$ cat src/rtl/cipher_serializer.sv
// cipher_serializer: captures a ciphertext block on the rising edge of `done` and
// streams it most-significant beat first over valid/ready, with a one-block pending buffer.
module cipher_serializer #(
   parameter int DATA_W = 128,
   parameter int OUT_W  = 8
) (
   input  logic              clk,
   input  logic              reset,
   input  logic              done,
   input  logic [DATA_W-1:0] cipher,
   input  logic              out_ready,
   output logic              out_valid,
   output logic [OUT_W-1:0]  out_data,
   output logic              out_last,
   output logic              busy,
   output logic              overrun,
   input  logic              ovr_clr
);

   localparam int BEATS = DATA_W / OUT_W;
   localparam int CNT_W = (BEATS > 1) ? $clog2(BEATS) : 1;
   localparam logic [CNT_W-1:0] LAST_BEAT = CNT_W'(BEATS - 1);

   typedef enum logic [0:0] {
      ST_IDLE = 1'b0,
      ST_SEND = 1'b1
   } state_e;

   state_e            state_q,    state_d;
   logic [DATA_W-1:0] shreg_q,    shreg_d;
   logic [CNT_W-1:0]  cnt_q,      cnt_d;
   logic [DATA_W-1:0] pend_q,     pend_d;
   logic              pend_v_q,   pend_v_d;
   logic              done_dly_q, done_dly_d;
   logic              ovr_q,      ovr_d;

   logic              cap_s;
   logic              xfer_s;
   logic              last_xfer_s;
   logic              ovr_set_s;

   // Next-state, datapath and overrun logic
   always_comb begin
      state_d     = state_q;
      shreg_d     = shreg_q;
      cnt_d       = cnt_q;
      pend_d      = pend_q;
      pend_v_d    = pend_v_q;
      done_dly_d  = done;
      ovr_set_s   = 1'b0;
      cap_s       = done & ~done_dly_q;
      xfer_s      = (state_q == ST_SEND) & out_ready;
      last_xfer_s = xfer_s & (cnt_q == LAST_BEAT);

      case (state_q)
         ST_IDLE: begin
            if (cap_s) begin
               shreg_d = cipher;
               cnt_d   = {CNT_W{1'b0}};
               state_d = ST_SEND;
            end else begin
               state_d = ST_IDLE;
            end
         end
         ST_SEND: begin
            if (last_xfer_s) begin
               cnt_d = {CNT_W{1'b0}};
               // The pending block always goes first; a coincident capture refills the buffer.
               if (pend_v_q) begin
                  shreg_d = pend_q;
                  if (cap_s) begin
                     pend_d   = cipher;
                     pend_v_d = 1'b1;
                  end else begin
                     pend_v_d = 1'b0;
                  end
               end else if (cap_s) begin
                  shreg_d = cipher;
               end else begin
                  state_d = ST_IDLE;
               end
            end else begin
               if (xfer_s) begin
                  shreg_d = shreg_q << OUT_W;
                  cnt_d   = cnt_q + CNT_W'(1);
               end else begin
                  shreg_d = shreg_q;
               end
               if (cap_s) begin
                  if (pend_v_q) begin
                     ovr_set_s = 1'b1;
                  end else begin
                     pend_d   = cipher;
                     pend_v_d = 1'b1;
                  end
               end else begin
                  pend_v_d = pend_v_q;
               end
            end
         end
         default: begin
            state_d  = ST_IDLE;
            cnt_d    = {CNT_W{1'b0}};
            pend_v_d = 1'b0;
         end
      endcase

      if (ovr_set_s) begin
         ovr_d = 1'b1;
      end else if (ovr_clr) begin
         ovr_d = 1'b0;
      end else begin
         ovr_d = ovr_q;
      end
   end

   // State and datapath registers
   always_ff @(posedge clk or negedge reset) begin
      if (!reset) begin
         state_q    <= ST_IDLE;
         shreg_q    <= {DATA_W{1'b0}};
         cnt_q      <= {CNT_W{1'b0}};
         pend_q     <= {DATA_W{1'b0}};
         pend_v_q   <= 1'b0;
         done_dly_q <= 1'b0;
         ovr_q      <= 1'b0;
      end else begin
         state_q    <= state_d;
         shreg_q    <= shreg_d;
         cnt_q      <= cnt_d;
         pend_q     <= pend_d;
         pend_v_q   <= pend_v_d;
         done_dly_q <= done_dly_d;
         ovr_q      <= ovr_d;
      end
   end

   assign out_valid = (state_q == ST_SEND);
   assign out_data  = shreg_q[DATA_W-1 -: OUT_W];
   assign out_last  = (state_q == ST_SEND) & (cnt_q == LAST_BEAT);
   assign busy      = (state_q == ST_SEND) | pend_v_q;
   assign overrun   = ovr_q;

endmodule

$ cat config.mk
export PLATFORM = sky130hd
export DESIGN_NAME = cipher_serializer
export DESIGN_NICKNAME = d
export VERILOG_FILES = /design/src/rtl/cipher_serializer.sv
export SDC_FILE = /design/constraint.sdc
export NUM_CORES = 1
export LEC_CHECK = 0
export BUFFER_PORTS_ARGS = -buffer_cell sky130_fd_sc_hd__buf_2
export CORE_MARGIN = 1
export CORE_UTILIZATION = 45
export DETAILED_ROUTE_END_ITERATION = 6
export GPL_ROUTABILITY_DRIVEN = 0
export SLEW_MARGIN = 20
export SYNTH_ARGS = -nofsm -noshare
export SYNTH_HDL_FRONTEND = slang
export SYNTH_SLANG_ARGS = --single-unit
$ cat constraint.sdc
create_clock -name clk -period 2.92 [get_ports clk]
set_clock_uncertainty 0.1 [all_clocks]
set_input_delay 0.146 -clock clk [delete_from_list [all_inputs] [get_ports clk]]
set_output_delay 0.146 -clock clk [all_outputs]
set_load 0.01 [all_outputs]
### Word-level counts from Yosys, hierarchy flattened

Index checks and enable logic that the tools add are counted.

* register bits after elaboration: 264
* bits of input ports: 133
* output and inout port bits: 12
* word-level logic and storage cells: 52

* add/sub/neg operators: 1
* equal/unequal tests: 5
* mux-type cells: 27
* bitwise logic cells: 7
* reductions and logical operators: 5

Operators with widths (count)
* 128-bit two-way mux: 9
* 128-bit one-hot mux with 2 select lines: 1
* 1-bit two-way mux: 12
* 4-bit two-way mux: 3
* 4-bit one-hot mux with 2 select lines: 1
* 4-bit by 1-bit adder with 4-bit output (second input constant): 1
* 1-bit AND: 4
* 4-bit == test (second input constant): 1
* 2-bit != test (second input constant): 2
* 2-bit AND reduction: 2
* 4-bit AND reduction: 1
* 2-bit nonzero test: 2
* 3-bit by 1-bit != test with 1-bit output (second input constant): 1
* 2-bit by 1-bit != test with 1-bit output (second input constant): 1
* 1-bit inverter: 2
* 1-bit one-hot mux with 2 select lines: 1
* 1-bit bitwise OR: 1

### Logic depth before layout (Yosys ltp)

Gate-level depths: netlist (run 1).

* depth in word-level cells: 6
* gate-level depth with buffers: 7
* gate-level depth less buffers: 5

### Least setup slack after synthesis (run 1)

No wires, ideal clock.

* kind: reg-to-reg
* start: reg cnt_q[0]
* end: reg shreg_q[25]
* library setup time: 126 ps
* arrival: 1791 ps
* data required time: 2694 ps
* path slack: 903 ps
* cell stages (with the launch flop): 8
* buffers on the path: 2
* path through: dfrtp_1 -> ha_1 -> and4b_4 -> a21boi_4 -> nor2_2 -> buf_4 -> buf_2 -> a221o_1

* word-level cells in the longest chain between the ends: 4
* elaborated cells on any way between the ends: 5
* those cells by class: eq/ne: 2; mux: 2; bitwise: 1

RTL lines
* start: declaration: line 31 `logic [CNT_W-1:0] cnt_q, cnt_d;`
* start signal: assignment: line 122 `cnt_q <= {CNT_W{1'b0}};`
* start signal: assignment: line 130 `cnt_q <= cnt_d;`
* 4-bit == test *: line 53 `last_xfer_s = xfer_s & (cnt_q == LAST_BEAT);`
* 1-bit AND *: line 53
* 128-bit two-way mux: line 66 `if (last_xfer_s) begin`
* 128-bit one-hot mux with 2 select lines: line 55 `case (state_q)`
* end signal: assignment: line 121 `shreg_q <= {DATA_W{1'b0}};`
* end signal: assignment: line 129 `shreg_q <= shreg_d;`
* end: declaration: line 30 `logic [DATA_W-1:0] shreg_q, shreg_d;`

Mark *: on every way between the ends. The rest lies on a longest branch, timed or not.
A chain may end at the register's enable or synchronous reset.

### Worst setup path in the final report (run 1)

* start: reg cnt_q[0]
* end: reg shreg_q[98]

Same word-level chain as after synthesis.

==> results of run 1 <==
-- worst paths after layout --
check / startpoint / end / slack (ns) / cells after the start
setup / recovery: cnt_q[0] / shreg_q[98] / 0.25 / 6
hold / removal: reset / shreg_q[81] / 0.13 / 2
setup reg to reg: cnt_q[0] / shreg_q[98] / 0.25 / 6
hold reg to reg: pend_q[69] / pend_q[69] / 0.39 / 1
max in group asynchronous: reset / shreg_q[6] / 1.71 / 3
min in group clk: done / done_dly_q / 0.21 / 2
-- repair_timing --
action,CTS,global route
endpoints found under the hold margin,357,0
hold buffers,132,0
resized for setup,0,0
buffers inserted,0,0
-- per-layer routing --
| layer | vias to the layer above | track usage |
|---|---|---|
| met3 | 40 | 0.0274 |
| li1 | 4306 | - |
| met1 | 4790 | 0.348 |
| met5 | - | 0 |
| met2 | 257 | 0.397 |
| met4 | 0 | 0.0496 |
-- critical path: stages, from the launching register on --
cell and delay (ns):
dfrtp_1 0.42, ha_1 0.19, and4b_4 0.27, a21boi_4 0.07, nor2_4 0.79, buf_12 0.43
a221o_1 0.23
-- power by group --
group | switching (mW) | internal (mW) | total [mW]
sequential | 0.686 | 4.88 | 5.57
clock | 1.43 | 2.02 | 3.45
combinational | 0.939 | 1.11 | 2.05
total | 3.05 | 8.01 | 11.1
-- metrics by stage --
stage	utilization	power [mW]	hold WS (ns)	setup WS [ns]
finish	0.579	11.1	0.128	0.248
global route	0.579	11.7	0.208	0.121
CTS	0.579	11.2	0.183	0.285
detailed placement	0.495	7.55	0.154	0.290
global placement	0.495	7.43	0.163	0.342
floorplan	-	6.84	-0.250	0.903
-- kinds of logic (layout without fill, tap and decap cells) --
family	count (synthesis)	in the layout
flip-flops	264	264
AND/OR/NAND/NOR	264	264
AO/OA/AOI/OAI	262	262
multiplexers	142	142
buffers and inverters	107	349
adder cells (fa/ha/maj)	1	1
-- flip-flops by register name, summed over array words and instances (netlist names) --
signal	count
done_dly_q	1
cnt_q	4
out_valid	1
overrun	1
pend_v_q	1
pend_q	128
shreg_q	128
-- area by class of cell --
cell class              count  share of cell area
clock buffers              43              0.0550
flip-flops and latches    264               0.439
well taps                 335              0.0278
multi-input cells         669               0.319
inverters                   2            0.000499
clock inverters             5             0.00332
repair buffers            299               0.155
-- Yosys cell counts --
master / count / area [sq um]
nor2_2: 1 / 6.26
clkbuf_1: 54 / 203
nand2b_1: 1 / 6.26
nor2_1: 3 / 11.3
nor3_1: 2 / 10.0
mux2_2: 8 / 90.1
a22oi_1: 13 / 97.6
a21oi_1: 111 / 556
nand4_1: 2 / 12.5
o22a_1: 1 / 8.76
a21boi_4: 1 / 18.8
buf_4: 21 / 158
and4b_4: 1 / 13.8
o21ai_1: 1 / 5.00
buf_1: 1 / 3.75
o211ai_1: 15 / 113
ha_1: 1 / 12.5
nand2_1: 129 / 484
and3_1: 1 / 6.26
nand3_2: 1 / 10.0
or2_2: 2 / 12.5
o21a_1: 1 / 7.51
and2_1: 9 / 56.3
a221o_1: 115 / 1150
mux2_1: 120 / 1350
nand3_1: 110 / 551
inv_1: 2 / 7.51
nor2b_1: 2 / 12.5
o21ai_0: 4 / 20.0
mux2i_1: 14 / 140
buf_2: 29 / 145
dfrtp_1: 264 / 6610
-- cells in the final DEF, fill, tap and decap left out, types with 14 or more instances in the layout --
master           n
o211ai_1        15
dfrtp_1        263
a221o_1        115
nand2_1        128
dlygate4sd3_1  132
mux2i_1         14
buf_2          143
buf_4           14
a21oi_1        111
mux2_1         120
nand3_1        110
clkbuf_16       29
==> flow_summary.json, run 1 <==
{
  "fp.dieW_microns": 165,
  "required_ns": 3.29,
  "yosysWarnings": 0,
  "synth_xor_area_frac": 0,
  "final_max_slew_viol_count": 0,
  "routedWlPerCell_microns": 20.1,
  "grt_usage": 0.242,
  "place_area_sq_mm": 0.0129,
  "core.rowCount": 59,
  "cts.sinks": 264,
  "tns_ns": 0,
  "synth_top_family_by_area": "compound AO/OA/AOI/OAI gates",
  "tightestPinTransition_ns": 1.05,
  "critical_path.endpoint_type": "register",
  "htreeDepth": 1,
  "grt_overflow": 0,
  "power_density_mw_per_mm2": 735,
  "place_inst": 1437,
  "hp-class": "input pin to asynchronous set/reset pin",
  "setup_viol": 0,
  "max_slew_margin": 0.298,
  "vias_per_cell": 5.81,
  "firstDrtPassIters": 5,
  "path_clk_slew_ns": 0.06,
  "synth-simple-area-share": 0.100,
  "drtIter0Drc": 721,
  "synth_area_per_cell_sq_um": 11.4,
  "dieArea_sq_mm": 0.0271,
  "antenna_found_initial": 0,
  "ys_types": 32,
  "drive_above_1_share": 0.177,
  "cts_buffers": 29,
  "multi_input_area_sq_mm": 0.00480,
  "synth_area_sq_mm": 0.0119,
  "drtAntennaViolNets": 0,
  "met1_length_microns": 15100,
  "synth.net_count": 1174,
  "clockRootBuffer": "clkbuf_16",
  "drc": 0,
  "vias": 9393,
  "wl_microns": 32500,
  "route.top_layer_used": "met4",
  "status": "finished clean",
  "start_util": 0.457,
  "p_leak_nw": 6.65,
  "cp_max_fo": 79,
  "final_nets": 1399,
  "numPortBuffers": 144,
  "stdcell_area_sq_mm": 0.0151,
  "synth_compound_area_frac": 0.166,
  "ys_seq_area_frac": 0.556,
  "place_hpwl_microns": 17800,
  "arrival_ns": 3.04,
  "num-fill-cells": 2176,
  "grt_pass1_wl_microns": 51900,
  "crit_type": "register to register",
  "seqCellArea_sq_mm": 0.00661,
  "io_pins": 145,
  "fin_crit_ns": 2.67,
  "startpoint_type": "register",
  "dr_wl_met2_microns": 15400,
  "period_share": 0.915,
  "core_sq_mm": 0.0260,
  "clk_latency_ns": 0.54,
  "synth_fa_ha_area_frac": 0.00105,
  "synth_cells": 1040,
  "ys_seq_elements": 264,
  "cts_tree": "built",
  "peakVddDrop_uv": 491,
  "diodes": 0,
  "cts_buffer_depth": 3,
  "die_h_microns": 165,
  "max_clock_freq_mhz": 374,
  "wl_met3_microns": 1480,
  "rsz0062_at_grt": "no",
  "area_growth_pct": 26.7,
  "instances_no_fill": 1617,
  "hold_viol_final": 0,
  "grt_max_degree": 108,
  "synth.mux.area_fraction": 0.133,
  "grt_pass1_vias": 9485,
  "drv_cap": 0
}
Note: power is estimated with default switching activity, not from simulation.
==> inputs of run 2 (changes only) <==
--- a/config.mk
+++ b/config.mk
@@ -10,6 +10,8 @@
 export CORE_UTILIZATION = 45
 export DETAILED_ROUTE_END_ITERATION = 6
 export GPL_ROUTABILITY_DRIVEN = 0
+export GPL_TIMING_DRIVEN = 0
+export PLACE_DENSITY = 0.67
 export SLEW_MARGIN = 20
 export SYNTH_ARGS = -nofsm -noshare
 export SYNTH_HDL_FRONTEND = slang
==> constraint.sdc (replaced) <==
create_clock -name clk -period 2.2 [get_ports clk]
set_clock_uncertainty 0.1 [all_clocks]
set_input_delay 0.11 -clock clk [delete_from_list [all_inputs] [get_ports clk]]
set_output_delay 0.11 -clock clk [all_outputs]
set_load 0.01 [all_outputs]
==> run 2 against run 1 <==
  * Critical path depth fell by 2
  * Cell count up 5.5%
  * Sequential power rose by 33%
  * Clock-buffer cell count is 2 higher
  * Sequential share of layout area is 1.3 points lower
  * Worst hold slack got worse by 0.061 ns
  * Critical path type is now register to output port
  * Highest routed layer is now met5
==> flow_summary.json, run 2 (same netlist as run 1, synthesis figures left out) <==
{
  "period_share": 0.977,
  "grt_overflow": 0,
  "core_sq_mm": 0.0260,
  "num-fill-cells": 2131,
  "grt_usage": 0.249,
  "r2r_start": "cnt_q[1]",
  "internal-power_mw": 11.1,
  "r2r_end": "shreg_q[28]",
  "numPortBuffers": 143,
  "status": "finished clean",
  "startpoint_type": "register",
  "drv_cap": 0,
  "hp-class": "input pin to asynchronous set/reset pin",
  "post-place-ws_ns": -0.494,
  "place_hpwl_microns": 21300,
  "required_ns": 1.99,
  "tns_ns": 0,
  "cts_tree": "built",
  "routedWlPerCell_microns": 19.5,
  "clockRootBuffer": "clkbuf_16",
  "tightestPinTransition_ns": 0.775,
  "fin_crit_ns": 2.15,
  "final_common_cell": "dfrtp_1",
  "mostFrequentLayoutCells": "dfrtp_1, buf_2, dlygate4sd3_1",
  "grt_max_degree": 93,
  "grt_pass1_wl_microns": 52800,
  "combPwrFrac": 0.187,
  "grt_pass1_vias": 9874,
  "diodes": 0,
  "dieArea_sq_mm": 0.0271,
  "cts_buffer_depth": 3,
  "area_growth_pct": 30.6,
  "crit_type": "register to output port",
  "fin_ws_ns": 0.0504,
  "power_density_mw_per_mm2": 982,
  "max_slew_margin": 0.483,
  "wl_microns": 33200,
  "switching_share": 0.274,
  "htreeDepth": 1,
  "vias_per_cell": 5.73,
  "peakVddDrop_uv": 666,
  "max_clock_freq_mhz": 465,
  "final_nets": 1485,
  "antenna_found_initial": 1,
  "r2r_setup_slack_ns": 0.06,
  "cts_buffers": 29,
  "setup_viol": 0,
  "vias": 9781,
  "instances_no_fill": 1706,
  "firstDrtPassIters": 6,
  "cp_max_fo": 19,
  "drc": 0,
  "io_pins": 145,
  "start_util": 0.457,
  "cts.sinks": 264,
  "core.rowCount": 59,
  "top_regs": "pend_q x128, shreg_q x128, cnt_q x4",
  "place_inst": 1520,
  "final_max_slew_viol_count": 0,
  "die_h_microns": 165,
  "power.share.sequential": 0.486,
  "drtAntennaViolNets": 0,
  "utilization": 0.598,
  "drtIter0Drc": 722,
  "p_sw_mw": 4.17,
  "arrival_ns": 1.94,
  "clk_latency_ns": 0.55,
  "drive_above_1_share": 0.204,
  "p_leak_nw": 6.95,
  "pwr-share-clk": 0.327,
  "path_clk_slew_ns": 0.06,
  "fp.dieW_microns": 165,
  "hold_viol_final": 0,
  "reg2reg_depth": 7,
  "critical_path.endpoint_type": "output port"
}
[run 2: final cells by class]
cell class / instances / area, sq um / share of cell area
well taps: 335 / 419 / 0.0270
inverters: 2 / 7.51 / 0.000483
plain buffers: 103 / 569 / 0.0367
multi-input cells: 669 / 4800 / 0.309
flip-flops and latches: 264 / 6610 / 0.426
clock inverters: 6 / 80.1 / 0.00516
repair buffers: 282 / 2140 / 0.138
clock buffers: 45 / 906 / 0.0583
[run 2: how the worst max path moves through the flow]
| stage | startpoint | cells past startpoint | to |
|---|---|---|---|
| detailed placement | cnt_q[0] | 7 | shreg_q[8] |
| CTS | cnt_q[1] | 6 | out_last |
| global route | cnt_q[1] | 6 | shreg_q[21] |
| finish | pend_v_q | 4 | busy |
| floorplan | cnt_q[0] | 7 | shreg_q[25] |
| global placement | reset | 1 | pend_q[28] |
[run 2: stage by stage]
step | hold slack [ns] | total power, mW | instance area [sq um]
floorplan | -0.286 | 9.08 | 11900
global placement | 0.144 | 9.90 | 13000
detailed placement | 0.0867 | 10.1 | 13100
CTS | 0.115 | 15.3 | 15500
global route | 0.150 | 16.0 | 15500
finish | 0.0667 | 15.3 | 15500
[run 2: power by group through the flow]
stage | sequential, mW | clock (mW) | combinational [mW]
after floorplan | 7.17 | 0 | 1.91
after global placement | 7.38 | 0 | 2.52
after detailed placement | 7.45 | 0 | 2.63
after CTS | 7.38 | 5.05 | 2.86
after global routing | 7.60 | 5.26 | 3.19
final | 7.41 | 4.98 | 2.86
[run 2: timing repair]
item,in CTS,in global routing
gates resized for setup,19,28
hold buffers,132,0
setup endpoints to repair,248,200
pin swaps,0,2
buffers inserted,1,4
endpoints found under the hold margin,354,0
[run 2: critical path: stages, from the launching register on]
cell,delay (ns)
dfrtp_1,0.35
buf_2,0.16
clkbuf_2,0.36
or2_2,0.39
buf_2,0.14
[run 2: metal layers]
metal	vias up	track usage	routed length (microns)
li1	4495	-	-
met1	4943	0.349	15200
met2	290	0.406	15700
met3	51	0.0301	1490
met4	2	0.0696	740
met5	-	0	13
